--- config.mk ---
export PLATFORM = sky130hd
export DESIGN_NAME = cp0_regs
export DESIGN_NICKNAME = d
export VERILOG_FILES = /design/src/rtl/cp0_regs.sv
export SDC_FILE = /design/constraint.sdc
export NUM_CORES = 1
export LEC_CHECK = 0
export CAP_MARGIN = 20
export CORE_MARGIN = 2
export CORE_UTILIZATION = 25
export CTS_CLUSTER_SIZE = 30
export DETAILED_ROUTE_END_ITERATION = 6
export HOLD_SLACK_MARGIN = 0.02
export SLEW_MARGIN = 10
export SYNTH_ARGS = -nofsm -noshare
export SYNTH_HDL_FRONTEND = slang
export SYNTH_SLANG_ARGS = --single-unit
export TNS_END_PERCENT = 10
--- constraint.sdc ---
create_clock -name clk -period 4.3 [get_ports clk]
set_input_delay 1.075 -clock clk [delete_from_list [all_inputs] [get_ports clk]]
set_output_delay 1.075 -clock clk [all_outputs]
set_load 0.02 [all_outputs]
--- src/rtl/cp0_regs.sv ---
// Coprocessor-0 register file: BadVAddr/Count/Compare/Status/Cause/EPC, mfc0/mtc0, exception commit.
// Define CP0_TIMER_EN to build Count/Compare and the timer interrupt; otherwise they read as 0.
module cp0_regs #(
    parameter logic [31:0] RESET_STATUS = 32'h0040_0000,
    parameter int unsigned COUNT_DIV    = 2
) (
    input  logic        clk,
    input  logic        resetn,
    input  logic        we_i,
    input  logic [4:0]  waddr_i,
    input  logic [4:0]  raddr_i,
    input  logic [31:0] data_i,
    input  logic [5:0]  int_i,
    input  logic [31:0] excepttype_i,
    input  logic [31:0] current_inst_addr_i,
    input  logic        is_in_delayslot_i,
    input  logic [31:0] bad_addr_i,
    output logic [31:0] data_o,
    output logic [31:0] status_o,
    output logic [31:0] cause_o,
    output logic [31:0] epc_o,
    output logic [31:0] badvaddr_o,
    output logic [31:0] count_o,
    output logic [31:0] compare_o,
    output logic        timer_int_o
);

    localparam logic [31:0] StatusWrMask = 32'h0000_FF03;
    localparam logic [31:0] CauseWrMask  = 32'h0000_0300;

    logic [31:0] status_q, status_d, cause_q, cause_d, epc_q, epc_d, badvaddr_q, badvaddr_d;
    logic        exc_hit, eret_hit, mtc0_en;

    assign exc_hit  = excepttype_i inside {32'h1, 32'h4, 32'h5, 32'h8, 32'h9, 32'ha, 32'hc};
    assign eret_hit = (excepttype_i == 32'he);
    // An exception or eret in the same cycle swallows the whole mtc0.
    assign mtc0_en  = we_i && !exc_hit && !eret_hit;

`ifdef CP0_TIMER_EN
    localparam logic [3:0] DivLast = 4'(COUNT_DIV - 1);

    logic [3:0]  div_q, div_d;
    logic [31:0] count_q, count_d, compare_q, compare_d;
    logic        timer_q, timer_d;

    always_comb begin
        div_d     = (div_q == DivLast) ? 4'd0 : div_q + 4'd1;
        count_d   = (div_q == DivLast) ? count_q + 32'd1 : count_q;
        compare_d = compare_q;
        timer_d   = timer_q || ((count_q == compare_q) && (compare_q != 32'd0));
        if (mtc0_en && waddr_i == 5'd9) begin
            count_d = data_i;
            div_d   = 4'd0;
        end
        if (mtc0_en && waddr_i == 5'd11) begin
            compare_d = data_i;
            timer_d   = 1'b0;
        end
    end

    always_ff @(posedge clk or negedge resetn) begin
        if (!resetn) begin
            div_q     <= 4'd0;
            count_q   <= 32'd0;
            compare_q <= 32'd0;
            timer_q   <= 1'b0;
        end else begin
            div_q     <= div_d;
            count_q   <= count_d;
            compare_q <= compare_d;
            timer_q   <= timer_d;
        end
    end

    assign count_o     = count_q;
    assign compare_o   = compare_q;
    assign timer_int_o = timer_q;
`else
    assign count_o     = 32'd0;
    assign compare_o   = 32'd0;
    assign timer_int_o = 1'b0;
`endif

    always_comb begin
        status_d      = status_q;
        cause_d       = cause_q;
        epc_d         = epc_q;
        badvaddr_d    = badvaddr_q;
        cause_d[15:10] = {int_i[5] | timer_int_o, int_i[4:0]};
        if (exc_hit) begin
            if (!status_q[1]) begin
                epc_d      = is_in_delayslot_i ? current_inst_addr_i - 32'd4 : current_inst_addr_i;
                cause_d[31] = is_in_delayslot_i;
            end
            status_d[1]  = 1'b1;
            cause_d[6:2] = (excepttype_i == 32'h1) ? 5'd0 : excepttype_i[4:0];
            if (excepttype_i == 32'h4 || excepttype_i == 32'h5) begin
                badvaddr_d = bad_addr_i;
            end
        end else if (eret_hit) begin
            status_d[1] = 1'b0;
        end else if (mtc0_en) begin
            case (waddr_i)
                5'd12:   status_d = (status_q & ~StatusWrMask) | (data_i & StatusWrMask);
                5'd13:   cause_d[9:8] = data_i[9:8];
                5'd14:   epc_d = data_i;
                default: ;
            endcase
        end
    end

    always_ff @(posedge clk or negedge resetn) begin
        if (!resetn) begin
            status_q   <= RESET_STATUS;
            cause_q    <= 32'd0;
            epc_q      <= 32'd0;
            badvaddr_q <= 32'd0;
        end else begin
            status_q   <= status_d;
            cause_q    <= cause_d;
            epc_q      <= epc_d;
            badvaddr_q <= badvaddr_d;
        end
    end

    assign status_o   = status_q;
    // Bit 30 of the stored Cause is never written; TI is merged from the live timer flag.
    assign cause_o    = cause_q | {1'b0, timer_int_o, 30'd0};
    assign epc_o      = epc_q;
    assign badvaddr_o = badvaddr_q;

    always_comb begin
        case (raddr_i)
            5'd8:    data_o = badvaddr_o;
            5'd9:    data_o = count_o;
            5'd11:   data_o = compare_o;
            5'd12:   data_o = status_o;
            5'd13:   data_o = cause_o;
            5'd14:   data_o = epc_o;
            default: data_o = 32'd0;
        endcase
    end

endmodule

Word-level counts from Yosys, hierarchy flattened
Cells that the tools add are included.
{"block": "totals", "register_bits": 110, "output_inout_bits": 225, "word_cells": 58}
{"block": "classes", "addsub": 1, "eq_ne": 17, "mux": 12, "bitwise_logic": 4, "n_reduce_logical": 16}
{"cell": "2-to-1 mux 32 bit", "n": 6}
{"cell": "== test 32 x 4 -> 1 bit (second input constant)", "n": 5}
{"cell": "case mux 32 bit (4 select lines)", "n": 1}
{"cell": "== test 32 x 3 -> 1 bit (second input constant)", "n": 2}
{"cell": "== test 5 x 4 -> 1 bit (second input constant)", "n": 7}
{"cell": "== test 32 x 1 -> 1 bit (second input constant)", "n": 1}
{"cell": "OR 32 x 16 -> 32 bit", "n": 1}
{"cell": "subtractor 32 x 3 -> 32 bit (second input constant)", "n": 1}
{"cell": "AND reduction 4 bit", "n": 3}
{"cell": "nonzero test 7 bit", "n": 1}
{"cell": "AND reduction 2 bit", "n": 3}
{"cell": "nonzero test 3 bit", "n": 2}
{"cell": "2-to-1 mux 5 bit", "n": 1}
{"cell": "2-to-1 mux 2 bit", "n": 2}
{"cell": "!= test 2 bit (second input constant)", "n": 2}
{"cell": "nonzero test 2 bit", "n": 2}
{"cell": "NOT 1 bit", "n": 3}
{"cell": "logical AND 1 bit", "n": 2}
{"cell": "zero test 1 bit", "n": 2}
{"cell": "2-to-1 mux 1 bit", "n": 2}
{"cell": "logical OR 1 bit", "n": 1}

Longest topological paths before layout
{"block": "depth", "ltp_word": 8, "ltp_mapped": 8}

Worst setup path after synthesis
OpenSTA, ideal clock, no wires.
{"block": "synth_path", "path_type": "input to output", "start": "in raddr_i[0]", "end": "out data_o[16]", "arrival_time_ns": 2.769, "required_ns": 3.225, "setup_slack_ns": 0.456, "stages": 5, "path_cell_list": "or4b_2 -> nor2_1 -> clkbuf_1 -> clkbuf_1 -> a22o_1"}
{"block": "synth_via", "elab_chain_len": 2}
{"element": "start, declared", "line_no": "11", "text": "input logic [4:0] raddr_i,"}
{"element": "== test 5 x 4 -> 1 bit", "line_no": "133", "text": "case (raddr_i)"}
{"element": "case mux 32 bit (4 select lines) (*)", "line_no": "133"}
{"element": "end, declared", "line_no": "18", "text": "output logic [31:0] data_o,"}
Mark *: on every way between the ends. The rest lies on a longest branch, timed or not.

Worst setup path after layout
{"block": "layout_path", "start": "in raddr_i[4]", "end": "out data_o[1]"}
The elaborated chain is that of the path after synthesis.

==> results by group <==
Run status
  – Status: completed

Synth
  – Post-synth cell types: 58
  – Cell accounting for the most synthesized area: dfrtp_1
  – Synth Flop Type: dfrtp_1
  – Mean post-synth cell area: 9.819 um2
  – Synth top area cells: dfrtp_1, buf_4, mux2_2, a211oi_1, a22o_1
  – Post-synth EDFFs: 0
  – Synth warn: 0
  – Share of the synthesized area in the top cell type: 0.3887
  – Post-synthesis sequential area ratio: 0.3887
  – Syn Inst Count: 577
  – Flops & latches, synth: 88
  – Share of async-settable or async-resettable flops after synthesis: 1.000
  – Syn Std Cell Area: 5665 um2

Worst setup path
  – CP max FO: 32
  – Worst Path Class, Setup: input pin to output port
  – Crit path DAT: 3.01 ns
  – Worst reg-to-reg path cell count: 5
  – Critical path endpoint category: output port
  – Largest stage delay on the critical path: 0.64 ns
  – Reg2reg start: status_o[1]$_DFFE_PN0P_
  – CP max stage cell: clkdlybuf4s50_1
  – R2R Setup Slk: 2.21 ns
  – Worst Path Required: 3.22 ns
  – Critical path's most frequent cell: clkdlybuf4s50_1
  – FF-to-FF End: epc_o[14]$_DFFE_PN0P_
  – Crit start category: input pin
  – Critical Path, Cell by Cell: clkdlybuf4s50_1, nand3b_1, nor3b_2, buf_12, nand2_1, o21ai_0, clkdlybuf4s50_1

Power and ir drop
  – Logic gate share of total power: 0.293
  – P_leak: 3.807 nW
  – PwrDens: 294.5 nW/um2
  – Net switching power: 0.8687 mW
  – VDD IR-drop max: 0.1559 mV
  – Switching share of total power: 0.3390
  – Power, Total: 2.562 mW
  – Pint: 1.694 mW
  – Clk pwr share: 0.306
  – Flop pwr share: 0.402

Timing
  – Slew Limit Fails: 0
  – Final count of hold timing violations: 0
  – Final count of negative-setup-slack endpoints: 0
  – Period minus WS final: 4.087 ns
  – Fin Clk Skew: 0.009862 ns
  – Setup WS post-layout: 0.2133 ns
  – Period utilization: 0.9504
  – Slew margin rel.: 0.4208
  – RSZ-0062 raised after global routing: false
  – Worst-Margin Slew: 0.8688 ns
  – Fmax: 244.7 MHz

Global routing
  – Total congestion overflow: 0
  – Tot GR Track Use: 0.1784
  – Antenna violations before repair: 1
  – Vias in the first global route: 5,082
  – Largest net degree at the start of global routing: 64
  – First-pass GRT wire length: 32.11 mm

Min path
  – Hold Path Depth: 2
  – Worst min-delay path category: flip-flop to flip-flop
  – Hold Crit Start: cause_o[3]$_DFFE_PN0N_
  – End of the worst hold path: cause_o[3]$_DFFE_PN0N_

CTS
  – Clk Latency, worst-skew pair: 0.35 ns
  – H-tree Lvls: 3
  – CTS tree: yes
  – Clock Path Buffers: 2
  – Reg clk slew, reported paths: 0.07 ns
  – Clock root cell: clkbuf_16
  – # Post-CTS Setup Buffers: 0
  – Num CTS Buffers: 9
  – Clock sink count: 88
  – Hold buffer count at CTS: 0

Flow run
  – MaxCap Viol Count: 0

Floorplanning
  – I/O pin count: 373
  – FP Rows: 55
  – Initial Util: 0.2525
  – Total die area: 23,880 um2
  – Core area: 22,430 um2
  – Die height: 154.5 um
  – Die X: 154.5 um

Routing
  – Routed wire length: 21.57 mm
  – Post-route ant nets: 0
  – TritonRoute pass-1 iters: 7
  – Initial DRC Count: 397
  – Vias per cell: 4.616
  – DRC: 0
  – Via Count: 5,258
  – WL/cell: 18.94 um

Place
  – Place WS: -0.2072 ns
  – Input/output buffers: 267
  – DP Wirelength: 17.05 mm
  – Post-Place Cells: 1,122
  – Placer Congestion: 0.7562

Final layout
  – Area growth from synthesis to layout: 53.60%
  – Share of layout cells above drive strength 1: 0.1348
  – Final nets: 997
  – Post-Layout Cell Count: 1,139
## cell families after synthesis
| kind of cell | Yosys count | synth area share |
|---|---|---|
| other cells | 2 | 0.001326 |
| compound gates | 110 | 0.1537 |
| simple gates | 145 | 0.1433 |
| flops | 88 | 0.3887 |
| fa+ha+maj | 1 | 0.002208 |
| xor+xnor | 24 | 0.03710 |
| mux | 50 | 0.09828 |
| buf+inv | 157 | 0.1754 |
## critical path: cells and delay by family
family	cells	cell delay [ns]
buffers and inverters	3	1.30
AOI/OAI and AO/OA	1	0.08
and+or+nand+nor	3	0.54
## layout make-up
cell class                      instances  area (um2)
Sequential cell                        88        2202
Tap cell                              285       356.6
Clock inverter                          7       53.80
Fill cell                            2290       13730
Inverter                               18       67.56
Timing Repair Buffer                  296        2887
Multi-Input combinational cell        435        2908
Antenna cell                            1       2.502
Clock buffer                            9       225.2
## per-stage QoR
step / util / TNS (ns) / instance area [um2] / hold slack (ns)
6_report: 0.3879 / 0 / 8702 / 0.5094
5_1_grt: 0.3879 / 0 / 8702 / 0.5401
4_1_cts: 0.3876 / 0 / 8696 / 0.5070
3_5_place_dp: 0.3769 / -4.832 / 8456 / 0.4927
3_3_place_gp: 0.3769 / -3.931 / 8456 / 0.4852
2_1_floorplan: - / 0 / 6052 / 0.5998
## power groups by stage
stage                     clock network, mW  logic, mW  registers, mW
after floorplan                           0      0.302           1.12
after global placement                    0      0.750           1.05
after detailed placement                  0      0.757           1.05
after CTS                             0.809      0.755           1.03
after global routing                  0.844      0.802           1.04
final                                 0.783      0.750           1.03
## timing repair
item | 4_1_cts | 5_1_grt
resized for setup | 31 | 1
endpoints found under the hold margin | 0 | 0
gates cloned | 0 | 0
endpoints found under the setup margin | 31 | 3
## how the worst max path moves through the flow
stage,to,cells after the start,from,slack (ns)
4_1_cts,data_o[13],7,raddr_i[0],0.06
3_3_place_gp,data_o[13],7,raddr_i[0],-0.18
3_5_place_dp,data_o[13],7,raddr_i[0],-0.21
6_report,data_o[1],7,raddr_i[4],0.21
5_1_grt,data_o[1],7,raddr_i[4],0.14
2_1_floorplan,data_o[16],5,raddr_i[0],0.46
## cell usage in the layout (no fill, tap or decap), types with 4 or more instances in the layout
cell type and instances:
dlygate4sd2_1 31, xnor2_1 11, clkdlybuf4s50_1 235, conb_1 105
a22oi_1 16, nor2_1 13, or4_1 7, o21ai_0 12
clkbuf_16 9, mux2i_1 5, nor4_1 16, a21oi_1 4
inv_1 18, or3_1 5, nand3_1 15, nand4_1 8
a211oi_1 28, nor4_2 5, xor2_1 13, a22o_1 16
nand2_1 29, o221a_2 8, a222oi_1 6, dfrtp_1 88
nor3_1 22, buf_4 27, mux2_2 45
## cells in the mapped netlist (all sizes together) (2+ instances only)
cell,instances
a211o,2
a211oi,29
a21oi,4
a222oi,6
a22o,16
a22oi,16
buf,108
clkbuf,31
conb,2
dfrtp,88
inv,18
mux2,45
mux2i,5
nand2,29
nand3,15
nand3b,3
nand4,8
nor2,14
nor2b,3
nor3,22
nor3b,4
nor4,21
nor4b,2
o211a,3
o21a,2
o21ai,13
o221a,8
o32ai,2
or3,5
or4,9
or4b,2
xnor2,11
xor2,13
## layer usage
metal / vias up / global-route usage / wire [um]
li1: 2461 / - / -
met1: 2556 / 0.2278 / 9145
met2: 221 / 0.3014 / 10560
met3: 20 / 0.04399 / 1542
met4: 0 / 0.04762 / 325
met5: - / 0 / 0
## state kept, by name (all words and copies together), names as in the netlist
signal	flops
epc_o	32
badvaddr_o	32
status_o	10
cause_o	14
Power figures use the tool's default switching activity.
